$ cat src/rtl/rob_retire_unit.sv
// ROB retire unit: in-order commit, free-list returns and
// exception recovery (drain, committed-RAT replay, redirect).
package cpu_design_params;
    localparam int NUM_A_REGS   = 32;
    localparam int PRN_WIDTH    = 6;
    localparam int ARN_WIDTH    = 5;
    localparam int ROB_IDX_WDTH = 4;
    localparam int PC_SIZE      = 64;

    typedef struct packed {
        logic                 valid;
        logic                 done;
        logic                 exception;
        logic                 writes_rd;
        logic [ARN_WIDTH-1:0] rd_arch;
        logic [PRN_WIDTH-1:0] p_old;
        logic [PRN_WIDTH-1:0] p_new;
        logic [PC_SIZE-1:0]   pc;
    } rob_data_t;
endpackage

module rob_retire_unit
    import cpu_design_params::*;
(
    input  logic                 clk,
    input  logic                 rst_n,
    input  logic                 rob_head_valid,
    input  rob_data_t            rob_head_entry,
    output logic                 rob_pop,
    output logic                 fl_push_valid,
    output logic [PRN_WIDTH-1:0] fl_push_prn,
    input  logic                 fl_push_ready,
    output logic                 retire_valid,
    output logic [ARN_WIDTH-1:0] retire_rd_arch,
    output logic [PRN_WIDTH-1:0] retire_p_new,
    output logic                 flush,
    output logic                 rat_restore_valid,
    output logic [ARN_WIDTH-1:0] rat_restore_arn,
    output logic [PRN_WIDTH-1:0] rat_restore_prn,
    output logic                 redirect_valid,
    output logic [PC_SIZE-1:0]   redirect_pc
);

    typedef enum logic [1:0] {
        RUN,
        DRAIN,
        RESTORE,
        REDIRECT
    } state_t;

    state_t               state;
    state_t               state_nxt;
    logic [ARN_WIDTH:0]   cnt;
    logic [ARN_WIDTH:0]   cnt_nxt;
    logic [PC_SIZE-1:0]   pc_q;
    logic [PC_SIZE-1:0]   pc_nxt;
    logic [PRN_WIDTH-1:0] crat [NUM_A_REGS];

    logic head_live;
    logic frees;
    logic commit;

    assign head_live = rob_head_valid && rob_head_entry.valid;
    assign frees     = head_live && rob_head_entry.writes_rd
                       && (rob_head_entry.rd_arch != '0);

    // Next-state and head-side handshake decode.
    always_comb begin
        state_nxt     = state;
        cnt_nxt       = cnt;
        pc_nxt        = pc_q;
        rob_pop       = 1'b0;
        fl_push_valid = 1'b0;
        fl_push_prn   = '0;
        retire_valid  = 1'b0;
        commit        = 1'b0;
        unique case (state)
            RUN: begin
                if (head_live && rob_head_entry.done) begin
                    if (frees) begin
                        fl_push_valid = 1'b1;
                        fl_push_prn   = rob_head_entry.exception
                                        ? rob_head_entry.p_new
                                        : rob_head_entry.p_old;
                        rob_pop       = fl_push_ready;
                    end else begin
                        rob_pop = 1'b1;
                    end
                    if (rob_pop && !rob_head_entry.exception) begin
                        retire_valid = 1'b1;
                        commit       = frees;
                    end
                    if (rob_pop && rob_head_entry.exception) begin
                        state_nxt = DRAIN;
                        pc_nxt    = rob_head_entry.pc;
                    end
                end
            end
            DRAIN: begin
                if (rob_head_valid) begin
                    if (frees) begin
                        fl_push_valid = 1'b1;
                        fl_push_prn   = rob_head_entry.p_new;
                        rob_pop       = fl_push_ready;
                    end else begin
                        rob_pop = 1'b1;
                    end
                end else begin
                    state_nxt = RESTORE;
                    cnt_nxt   = '0;
                end
            end
            RESTORE: begin
                cnt_nxt = cnt + 1'b1;
                if (cnt == (ARN_WIDTH+1)'(NUM_A_REGS - 1)) begin
                    state_nxt = REDIRECT;
                end
            end
            REDIRECT: begin
                state_nxt = RUN;
            end
        endcase
    end

    // Control state, restore counter and latched exception PC.
    always_ff @(posedge clk) begin
        if (!rst_n) begin
            state <= RUN;
            cnt   <= '0;
            pc_q  <= '0;
        end else begin
            state <= state_nxt;
            cnt   <= cnt_nxt;
            pc_q  <= pc_nxt;
        end
    end

    // Committed RAT: identity after reset, updated on freeing retires.
    always_ff @(posedge clk) begin
        if (!rst_n) begin
            for (int i = 0; i < NUM_A_REGS; i++) begin
                crat[i] <= PRN_WIDTH'(i);
            end
        end else if (commit) begin
            crat[rob_head_entry.rd_arch] <= rob_head_entry.p_new;
        end
    end

    assign retire_rd_arch = retire_valid ? rob_head_entry.rd_arch : '0;
    assign retire_p_new   = retire_valid ? rob_head_entry.p_new : '0;

    assign flush             = (state != RUN);
    assign rat_restore_valid = (state == RESTORE);
    assign rat_restore_arn   = rat_restore_valid ? cnt[ARN_WIDTH-1:0] : '0;
    assign rat_restore_prn   = rat_restore_valid
                               ? crat[cnt[ARN_WIDTH-1:0]] : '0;
    assign redirect_valid    = (state == REDIRECT);
    assign redirect_pc       = redirect_valid ? pc_q : '0;

endmodule

$ cat config.mk
export PLATFORM = sky130hd
export DESIGN_NAME = rob_retire_unit
export DESIGN_NICKNAME = d
export VERILOG_FILES = /design/src/rtl/rob_retire_unit.sv
export SDC_FILE = /design/constraint.sdc
export NUM_CORES = 1
export LEC_CHECK = 0
export ABC_AREA = 1
export CORE_AREA = 5 5 130 182
export DETAILED_ROUTE_END_ITERATION = 10
export DIE_AREA = 0 0 135 187
export PLACE_DENSITY = 0.87
export RECOVER_POWER = 25
export REMOVE_ABC_BUFFERS = 1
export SLEW_MARGIN = 20
export SYNTH_ARGS = -nofsm -noshare
export SYNTH_HDL_FRONTEND = slang
export SYNTH_SLANG_ARGS = --single-unit
$ cat constraint.sdc
create_clock -name clk -period 3.3 [get_ports clk]
set_clock_uncertainty 0.05 [all_clocks]
set_input_delay 0.66 -clock clk [delete_from_list [all_inputs] [get_ports clk]]
set_output_delay 0.66 -clock clk [all_outputs]
set_load 0.05 [all_outputs]
==> out/qor.yml, run 1 <==
outcome: "finished with violations"
violations: "max-capacitance violations, max-slew violations"
startpoint_type: "flop"
worstPathMaxFanout: 4
grt_setup_unrepaired: "no"
diodes: 0
ir_worst_vdd_uv: 413
p_leak_nw: 6.74
gp_congestion: 0.901
syn_avg_cell_area_sq_um: 8.30
cts_made_buffers: 24
min_path_type: "flop to flop"
ys_seq_area_share_pct: 57.7
utilization_pct: 73.6
clk_pin_slew_ps: 70
clock-sinks: 269
reg2reg_depth: 11
cp.arrival_ps: 2510
vias: 11100
synth-warning-count: 0
nFillCells: 1437
first_iter_violations: 1246
h-tree-depth: 1
syn_area_sq_mm: 0.0127
fmax_mhz: 311
min_period_over_period_pct: 97.6
tns_ps: 0
drt_wl_total_mm: 37.4
antenna_found_initial: 0
worst_pin_slew_ps: 2060
reg2reg_slack_ps: 170
drv_cap: 1
cts_root_buf: "clkbuf_16"
final_max_slew_viol_count: 100
endpoint_kind: "output port"
grt_overflow: 0
yosys-top-cells-area: "edfxtp_1 (45%), nand2_1 (13%), dfxtp_1 (12%)"
maxSlewHeadroom_pct: -37.2
post-synth-top-area-cell: "edfxtp_1"
syn2layout_area_growth_pct: 26.1
crit_type: "flop to output port"
fp-row-count: 64
syn_inst: 1526
start_util_pct: 58.4
clockBufferDepth: 3
wl_per_cell_um: 18.5
ctsHoldBuffers: 0
routed_via_density: 5.50
power.total_mw: 7.75
portBuffers: 186
die_area_sq_mm: 0.0252
ios: 187
grt_use_total_pct: 29.4
grt_pass1_wl_mm: 58.3
die_h_um: 187
grt_max_degree: 100
core-area_sq_mm: 0.0217
whs_path_depth: 2
layout.nets: 1803
hold_end: "pc_q[32]"
ys_seq_elements: 269
clkLatencyLatePin_ps: 520
min_from: "pc_q[32]"
grt_pass1_vias: 11400
fin_crit_ps: 3220
powerDensity_mw_per_mm2: 485
cts_tree: "built"
synthDistinctLibCells: 30
hpwl_mm: 26.3
drive_gt1_share_pct: 7.41
route.detailed.drc: 0
ant_nets: 0
crit_required_ps: 2590
hold_viol: 0
die_x_um: 135
firstDrtPassIters: 6
synth_top_area_share_pct: 45.5
r2r-end: "crat[21][2]"
r2r_start: "state[0]"
finalSetupViolations: 0
[synthesized netlist by cell type]
master    instances
a21oi_1          71
and3_1            1
buf_1             5
buf_12            1
buf_2            10
clkbuf_1         76
clkinv_1          1
conb_1            1
dfxtp_1          77
edfxtp_1        192
ha_1              5
inv_1           191
inv_2             6
nand2_1         452
nand2_2           1
nand3_1         140
nand3_2           1
nand3_4           8
nand4_1           3
nor2_1          171
nor2_2            1
nor2_4            4
nor3_1           10
nor3b_1           2
o211ai_1          1
o21ai_0          90
o21ai_1           2
o21bai_1          1
o22ai_1           1
o31ai_1           1
[worst max-delay path by stage]
stage                              start                  to  slack [ps]  cells past startpoint
final                           state[0]               flush          80                      4
after global routing            state[0]      fl_push_prn[0]          40                      8
after CTS                           flop  rat_restore_prn[3]          40                     11
after detailed placement  rob_head_valid         crat[19][3]         130                      9
after global placement    rob_head_valid         crat[19][0]         200                      9
after floorplan                     flop  rat_restore_prn[2]       -2310                      7
[power by group]
group          total [mW]  internal (mW)  switching (mW)
Combinational        1.15          0.393           0.753
Sequential           3.78           3.71          0.0653
Clock                2.82           1.64            1.19
[cell families after synthesis]
logic type | Yosys count | synth area share [%]
AO/OA/AOI/OAI | 167 | 6.66
adder cells (fa/ha/maj) | 5 | 0.494
buffers and inverters | 290 | 8.82
flip-flops | 269 | 57.7
other | 1 | 0.0296
AND/OR/NAND/NOR | 794 | 26.3
[routing by layer]
| layer | track usage [%] | wire, um | vias up |
|---|---|---|---|
| li1 | - | - | 5214 |
| met1 | 35.2 | 12700 | 5011 |
| met2 | 48.7 | 17400 | 766 |
| met3 | 8.75 | 5330 | 148 |
| met4 | 13.8 | 1960 | 0 |
| met5 | 0 | 0 | - |
[registers in the layout, summed over array words and instances (netlist names), named ones only]
register and flops:
crat 192, pc_q 64, cnt 6, state 2
[per-stage QoR]
stage | hold slack [ps] | std cells | area (sq um) | worst slack (ps)
CTS | 397 | 2023 | 16100 | 44.0
global route | 417 | 2024 | 16000 | 37.0
floorplan | 373 | 1439 | 12300 | -2310
finish | 396 | 2024 | 16000 | 80.1
detailed placement | 387 | 1979 | 15300 | 132
global placement | 381 | 1979 | 15300 | 197
[what timing repair did]
action	in CTS	in global routing
gates resized for setup	2	2
buffers inserted	0	1
hold endpoints to repair	0	0
endpoints found under the setup margin	34	5
[worst max-delay path, cell delays in order (launching register included)]
cell             delay, ps
dfxtp_1                420
inv_1                  110
ha_1                   290
inv_1                  240
clkdlybuf4s50_1        930
[final cells by class]
cell class / count / area (sq um) / area share (%)
clock inverters: 9 / 91.3 / 0.572
inverters: 198 / 747 / 4.67
clock buffers: 35 / 704 / 4.41
multi-input cells: 972 / 4180 / 26.2
repair buffers: 244 / 2570 / 16.1
flip-flops and latches: 269 / 7310 / 45.7
well taps: 297 / 372 / 2.33
[placed cells by master (no fill, tap or decap), types with 2 or more instances in the layout]
| cell type | synthesis | routed |
|---|---|---|
| nand2_1 | 452 | 452 |
| inv_1 | 191 | 194 |
| edfxtp_1 | 192 | 192 |
| nor2_1 | 171 | 173 |
| clkdlybuf4s50_1 | 0 | 159 |
| nand3_1 | 140 | 147 |
| o21ai_0 | 90 | 90 |
| dfxtp_1 | 77 | 76 |
| a21oi_1 | 71 | 71 |
| buf_4 | 0 | 51 |
| buf_12 | 1 | 28 |
| clkbuf_16 | 0 | 26 |
| nor3_1 | 10 | 10 |
| clkbuf_1 | 76 | 9 |
| conb_1 | 1 | 6 |
| inv_2 | 6 | 5 |
| ha_1 | 5 | 4 |
| clkinv_1 | 1 | 4 |
| nand4_1 | 3 | 3 |
| nor2_4 | 4 | 3 |
| nor3b_1 | 2 | 2 |
| o21ai_1 | 2 | 2 |
| clkbuf_8 | 0 | 2 |
| bufinv_16 | 0 | 2 |
| buf_6 | 0 | 2 |
No activity file was read; power rests on OpenSTA's default activity.
==> inputs of run 2 (changes only) <==
--- a/config.mk
+++ b/config.mk
@@ -6,12 +6,15 @@
 export NUM_CORES = 1
 export LEC_CHECK = 0
 export ABC_AREA = 1
-export CORE_AREA = 5 5 130 182
+export CELL_PAD_IN_SITES_DETAIL_PLACEMENT = 0
+export CELL_PAD_IN_SITES_GLOBAL_PLACEMENT = 2
+export CORE_AREA = 5 5 167 234
 export DETAILED_ROUTE_END_ITERATION = 10
-export DIE_AREA = 0 0 135 187
+export DIE_AREA = 0 0 172 239
 export PLACE_DENSITY = 0.87
 export RECOVER_POWER = 25
 export REMOVE_ABC_BUFFERS = 1
+export SKIP_LAST_GASP = 1
 export SLEW_MARGIN = 20
 export SYNTH_ARGS = -nofsm -noshare
 export SYNTH_HDL_FRONTEND = slang
==> out/qor.yml, run 2 (synthesis gave the netlist of run 1 again) <==
die_area_sq_mm: 0.0411  # was 0.0252 sq mm
final_max_slew_viol_count: 90  # was 100
utilization_pct: 43.7  # was 73.6%
drt_wl_total_mm: 38.8  # was 37.4 mm
p_leak_nw: 7.06  # was 6.74 nW
clock-sinks: 269  # unchanged
antenna_found_initial: 0  # unchanged
grt_use_total_pct: 19.0  # was 29.4%
maxSlewHeadroom_pct: -21.2  # was -37.2%
drive_gt1_share_pct: 7.71  # was 7.41%
reg2reg_slack_ps: 390  # was 170 ps
final_cell_mix: "nand2_1 (452), inv_1 (193), edfxtp_1 (192)"  # was nand2_1 (452), inv_1 (194), edfxtp_1 (192)
violations: "max-capacitance violations, max-slew violations"  # unchanged
start_util_pct: 34.3  # was 58.4%
ctsHoldBuffers: 0  # unchanged
vias: 10500  # was 11100
crit_chain: "clkdlybuf4s50_1 > nor2_1 > nand3_2 > nand2_2 > o21bai_1 > o21ai_0 > buf_4"  # was inv_1 > ha_1 > inv_1 > clkdlybuf4s50_1
grt_overflow: 0  # unchanged
power.total_mw: 7.79  # was 7.75 mW
highest_layer: "met4"  # unchanged
grt_pass1_wl_mm: 60.1  # was 58.3 mm
gp_congestion: 0.819  # was 0.901
top_register: "crat"  # unchanged
cts_root_buf: "clkbuf_16"  # unchanged
drv_cap: 1  # unchanged
largest_register_ffs: 192  # unchanged
r2r_start: "state[0]"  # unchanged
top_regs: "crat (192), pc_q (64), cnt (6)"  # unchanged
cp.arrival_ps: 2440  # was 2510 ps
cp_slowest_cell: "clkdlybuf4s50_1"  # unchanged
fmax_mhz: 317  # was 311 MHz
wl_per_cell_um: 17.6  # was 18.5 um
clkLatencyLatePin_ps: 540  # was 520 ps
syn2layout_area_growth_pct: 27.6  # was 26.1%
clockBufferDepth: 3  # unchanged
crit_required_ps: 2590  # about the same
core-area_sq_mm: 0.0370  # was 0.0217 sq mm
worst_path_largest_cell_delay_ps: 460  # was 930 ps
cts_made_buffers: 26  # was 24
crit_end: "fl_push_prn[1]"  # was flush
h-tree-depth: 1  # unchanged
routed_via_density: 4.75  # was 5.50
postCtsSetupBuffers: 0  # unchanged
wl_met1_mm: 15.0  # was 12.7 mm
tns_ps: 0  # unchanged
fp-row-count: 84  # was 64
r2r-end: "crat[11][2]"  # was crat[21][2]
worst_pin_slew_ps: 1820  # was 2060 ps
grt_pass1_vias: 10700  # was 11400
min_from: "pc_q[54]"  # was pc_q[32]
finish.instance_area_sq_mm: 0.0162  # was 0.0160 sq mm
clk_pin_slew_ps: 60  # was 70 ps
first_iter_violations: 501  # was 1246
grt_max_degree: 90  # was 100
cts_tree: "built"  # unchanged
startpoint_type: "input pin"  # was flop
placed_cell_area_sq_mm: 0.0155  # was 0.0153 sq mm
route.met2.wl_mm: 19.2  # was 17.4 mm
min_period_over_period_pct: 95.6  # was 97.6%
hpwl_mm: 27.6  # was 26.3 mm
route.detailed.drc: 0  # unchanged
hold_viol: 0  # unchanged
portBuffers: 186  # unchanged
die_x_um: 172  # was 135 um
worstPathMaxFanout: 5  # was 4
final_common_cell: "nand2_1"  # unchanged
diodes: 0  # unchanged
crit_start: "rob_head_entry[79]"  # was state[0]
reg2reg_depth: 11  # unchanged
endpoint_kind: "output port"  # unchanged
crit_type: "input pin to output port"  # was flop to output port
layout.nets: 1811  # was 1803
die_h_um: 239  # was 187 um
finalSetupViolations: 0  # unchanged
firstDrtPassIters: 5  # was 6
met3_wirelength_mm: 3.64  # was 5.33 mm
ir_worst_vdd_uv: 351  # was 413 uV
ant_nets: 0  # unchanged
grt_setup_unrepaired: "no"  # unchanged
powerDensity_mw_per_mm2: 482  # was 485 mW/mm^2
fin_crit_ps: 3150  # was 3220 ps
min_path_type: "flop to flop"  # unchanged
outcome: "finished with violations"  # unchanged
ios: 187  # unchanged
==> run 2: worst min-delay path by stage <==
stage	to	slack, ps	depth (start not counted)
global route	pc_q[19]	410	2
finish	pc_q[54]	390	2
floorplan	pc_q[0]	370	2
detailed placement	pc_q[34]	390	2
CTS	pc_q[54]	400	2
global placement	pc_q[59]	380	2
==> run 2: cell type report <==
type                    count  area, sq um
repair buffers            250         2490
flip-flops and latches    269         7310
fillers                  3728        20800
inverters                 198          743
clock buffers              33          698
clock inverters            15          129
multi-input cells         972         4210
well taps                 473          592
==> run 2: critical path, delay by kind of cell <==
kind,cells,cell delay [ps]
buffers and inverters,2,690
AND/OR/NAND/NOR,3,640
AO/OA/AOI/OAI,2,450
==> run 2: timing repair <==
| item | CTS | global route |
|---|---|---|
| pin swaps | 0 | 0 |
| endpoints found under the setup margin | 51 | 26 |
| resized for setup | 51 | 11 |
==> run 2: per-layer routing <==
layer / track usage [%] / up-vias
met2: 33.0 / 362
met3: 5.67 / 52
met1: 22.7 / 4841
met4: 5.43 / 0
met5: 0 / -
li1: - / 5241
==> run 2: through the flow <==
| stage | hold slack (ps) | std cells | setup slack, ps |
|---|---|---|---|
| finish | 395 | 2210 | 147 |
| global route | 413 | 2210 | 0.157 |
| CTS | 397 | 2210 | 1.11 |
| detailed placement | 387 | 2162 | 38.8 |
| global placement | 382 | 2162 | 38.8 |
| floorplan | 373 | 1439 | -2310 |
==> run 2: power by group <==
part | internal (mW) | leakage (nW) | switching [mW]
clock network | 1.65 | 0.403 | 1.28
logic | 0.375 | 4.34 | 0.716
registers | 3.71 | 2.32 | 0.0498
total | 5.74 | 7.06 | 2.05
==> inputs of run 3 (changes only) <==
--- a/config.mk
+++ b/config.mk
@@ -13,7 +13,6 @@
 export DIE_AREA = 0 0 172 239
 export PLACE_DENSITY = 0.87
 export RECOVER_POWER = 25
-export REMOVE_ABC_BUFFERS = 1
 export SKIP_LAST_GASP = 1
 export SLEW_MARGIN = 20
 export SYNTH_ARGS = -nofsm -noshare
==> out/qor.yml, run 3 (synthesis gave the netlist of run 1 again) <==
drive_gt1_share_pct: 7.96  # was 7.71%
cp_slowest_cell: "dfxtp_4"  # was clkdlybuf4s50_1
crit_required_ps: 2590  # about the same
hold_viol: 0  # unchanged
top_regs: "crat (192), pc_q (64), cnt (6)"  # unchanged
tns_ps: 0  # unchanged
routed_via_density: 4.70  # was 4.75
route.detailed.drc: 0  # unchanged
h-tree-depth: 1  # unchanged
start_util_pct: 34.3  # unchanged
finalSetupViolations: 0  # unchanged
violations: "max-capacitance violations, max-slew violations"  # unchanged
crit_type: "flop to output port"  # was input pin to output port
clockBufferDepth: 3  # unchanged
layout.nets: 1807  # was 1811
ir_worst_vdd_uv: 339  # was 351 uV
grt_use_total_pct: 18.6  # was 19.0%
grt_overflow: 0  # unchanged
die_h_um: 239  # unchanged
largest_register_ffs: 192  # unchanged
endpoint_kind: "output port"  # unchanged
grt_pass1_wl_mm: 58.5  # was 60.1 mm
fin_crit_ps: 3110  # was 3150 ps
r2r_start: "state[0]"  # unchanged
clkPwrFrac_pct: 39.4  # was 37.7%
maxSlewHeadroom_pct: -32.3  # was -21.2%
min_from: "pc_q[38]"  # was pc_q[54]
clkLatencyLatePin_ps: 540  # about the same
wl_per_cell_um: 17.4  # was 17.6 um
die_x_um: 172  # unchanged
highest_layer: "met4"  # unchanged
min_period_over_period_pct: 94.3  # was 95.6%
crit_chain: "inv_8 > buf_12 > nand2_1 > nand3_1 > nand3_1 > nand2_1 > nand2_1 > nand2_1 > nor2_1 > nor2_1 > buf_12"  # was clkdlybuf4s50_1 > nor2_1 > nand3_2 > nand2_2 > o21bai_1 > o21ai_0 > buf_4
final_common_cell: "nand2_1"  # unchanged
antenna_found_initial: 0  # unchanged
portBuffers: 186  # unchanged
grt_setup_unrepaired: "no"  # unchanged
ant_nets: 0  # unchanged
firstDrtPassIters: 5  # unchanged
cts_root_buf: "clkbuf_16"  # unchanged
fmax_mhz: 321  # was 317 MHz
final_max_slew_viol_count: 100  # was 90
cts_tree: "built"  # unchanged
p_comb_share_pct: 13.8  # was 14.0%
power_switching_mw: 2.10  # was 2.05 mW
die_area_sq_mm: 0.0411  # unchanged
hpwl_mm: 27.3  # was 27.6 mm
cp.arrival_ps: 2400  # was 2440 ps
vias: 10400  # was 10500
multi_input_area_sq_mm: 0.00419  # was 0.00421 sq mm
reg2reg_depth: 11  # unchanged
min_path_type: "flop to flop"  # unchanged
fp-row-count: 84  # unchanged
drt_wl_total_mm: 38.3  # was 38.8 mm
first_iter_violations: 450  # was 501
seqPwrFrac_pct: 46.8  # was 48.3%
nFillCells: 3743  # was 3728
wl_met1_mm: 14.3  # was 15.0 mm
clock-sinks: 269  # unchanged
ios: 187  # unchanged
clk_pin_slew_ps: 60  # about the same
grt_max_degree: 100  # was 90
worstPathMaxFanout: 36  # was 5
core-area_sq_mm: 0.0370  # unchanged
powerDensity_mw_per_mm2: 497  # was 482 mW/mm^2
met3_wirelength_mm: 2.92  # was 3.64 mm
drv_cap: 1  # unchanged
route.met2.wl_mm: 19.9  # was 19.2 mm
syn2layout_area_growth_pct: 28.1  # was 27.6%
layout.area.seq_sq_mm: 0.00731  # about the same
swShare_pct: 26.1  # was 26.3%
gp_congestion: 0.780  # was 0.819
worst_pin_slew_ps: 1980  # was 1820 ps
cp_common_cell: "nand2_1"
diodes: 0  # unchanged
hold_ws_ps: 396  # was 395 ps
outcome: "finished with violations"  # unchanged
worst_path_largest_cell_delay_ps: 410  # was 460 ps
cts_made_buffers: 27  # was 26
whs_path_depth: 2  # unchanged
internal-power_mw: 5.96  # was 5.74 mW
p_leak_nw: 7.00  # was 7.06 nW
ctsHoldBuffers: 0  # unchanged
startpoint_type: "flop"  # was input pin
final_cell_mix: "nand2_1 (452), inv_1 (194), edfxtp_1 (192)"  # was nand2_1 (452), inv_1 (193), edfxtp_1 (192)
grt_pass1_vias: 10500  # was 10700
top_register: "crat"  # unchanged
## run 3: cell types whose count changed in the layout (fill, tap and decap cells not counted), moves of 3 or more
cell	before	now
clkinvlp_4	0	5
dlymetal6s2s_1	5	0
clkbuf_1	17	13
clkdlybuf4s50_1	103	107
nor2_1	174	170
nor2_2	0	4
clkinv_1	4	1
nand3_1	143	146
## run 3: worst paths after layout
| kind | endpoint | slack [ps] |
|---|---|---|
| worst max-delay path | rat_restore_prn[2] | 190 |
| worst min register to register | pc_q[38] | 400 |
| worst max register to register | crat[25][3] | 290 |
| worst min-delay path | pc_q[38] | 400 |
## run 3: critical path, delay by kind of cell, from the launching register on
kind	cells	cell delay (ps)
buffers and inverters	3	530
AND/OR/NAND/NOR	8	870
flip-flops	1	410
## run 3: stage by stage
step / util, % / area [sq um] / power (mW) / setup slack [ps] / std cells
after CTS: 44.2 / 16400 / 8.14 / -20.8 / 2205
final: 43.9 / 16200 / 8.06 / 189 / 2206
after global routing: 43.9 / 16200 / 8.40 / 24.5 / 2206
after global placement: 41.9 / 15500 / 4.95 / 74.7 / 2156
after detailed placement: 41.9 / 15500 / 4.97 / 122 / 2156
after floorplan: - / 12700 / 4.47 / 356 / 1531
## run 3: layout make-up
| type | instances | share of cell area, % |
|---|---|---|
| multi-input combinational | 972 | 25.8 |
| timing repair buffer | 245 | 15.2 |
| clock buffer | 32 | 4.34 |
| clock inverter | 17 | 1.28 |
| inverter | 198 | 4.63 |
| sequential | 269 | 45.1 |
| tap | 473 | 3.65 |
## run 3: repair_timing
action	in CTS	in global routing
gates resized for setup	54	11
setup endpoints to repair	58	7
buffers inserted	0	1
pin swaps	0	0
## run 3: power groups by stage
stage,Clock (mW),Combinational [mW],Sequential (mW)
floorplan,0,0.646,3.82
global placement,0,1.11,3.84
detailed placement,0,1.12,3.84
CTS,3.25,1.12,3.77
global route,3.40,1.23,3.78
finish,3.18,1.11,3.77
## run 3: layer usage
metal	up-vias	GRT usage (%)
met5	-	0
met4	0	6.36
met3	58	5.28
met2	281	33.9
met1	4796	20.5
li1	5236	-
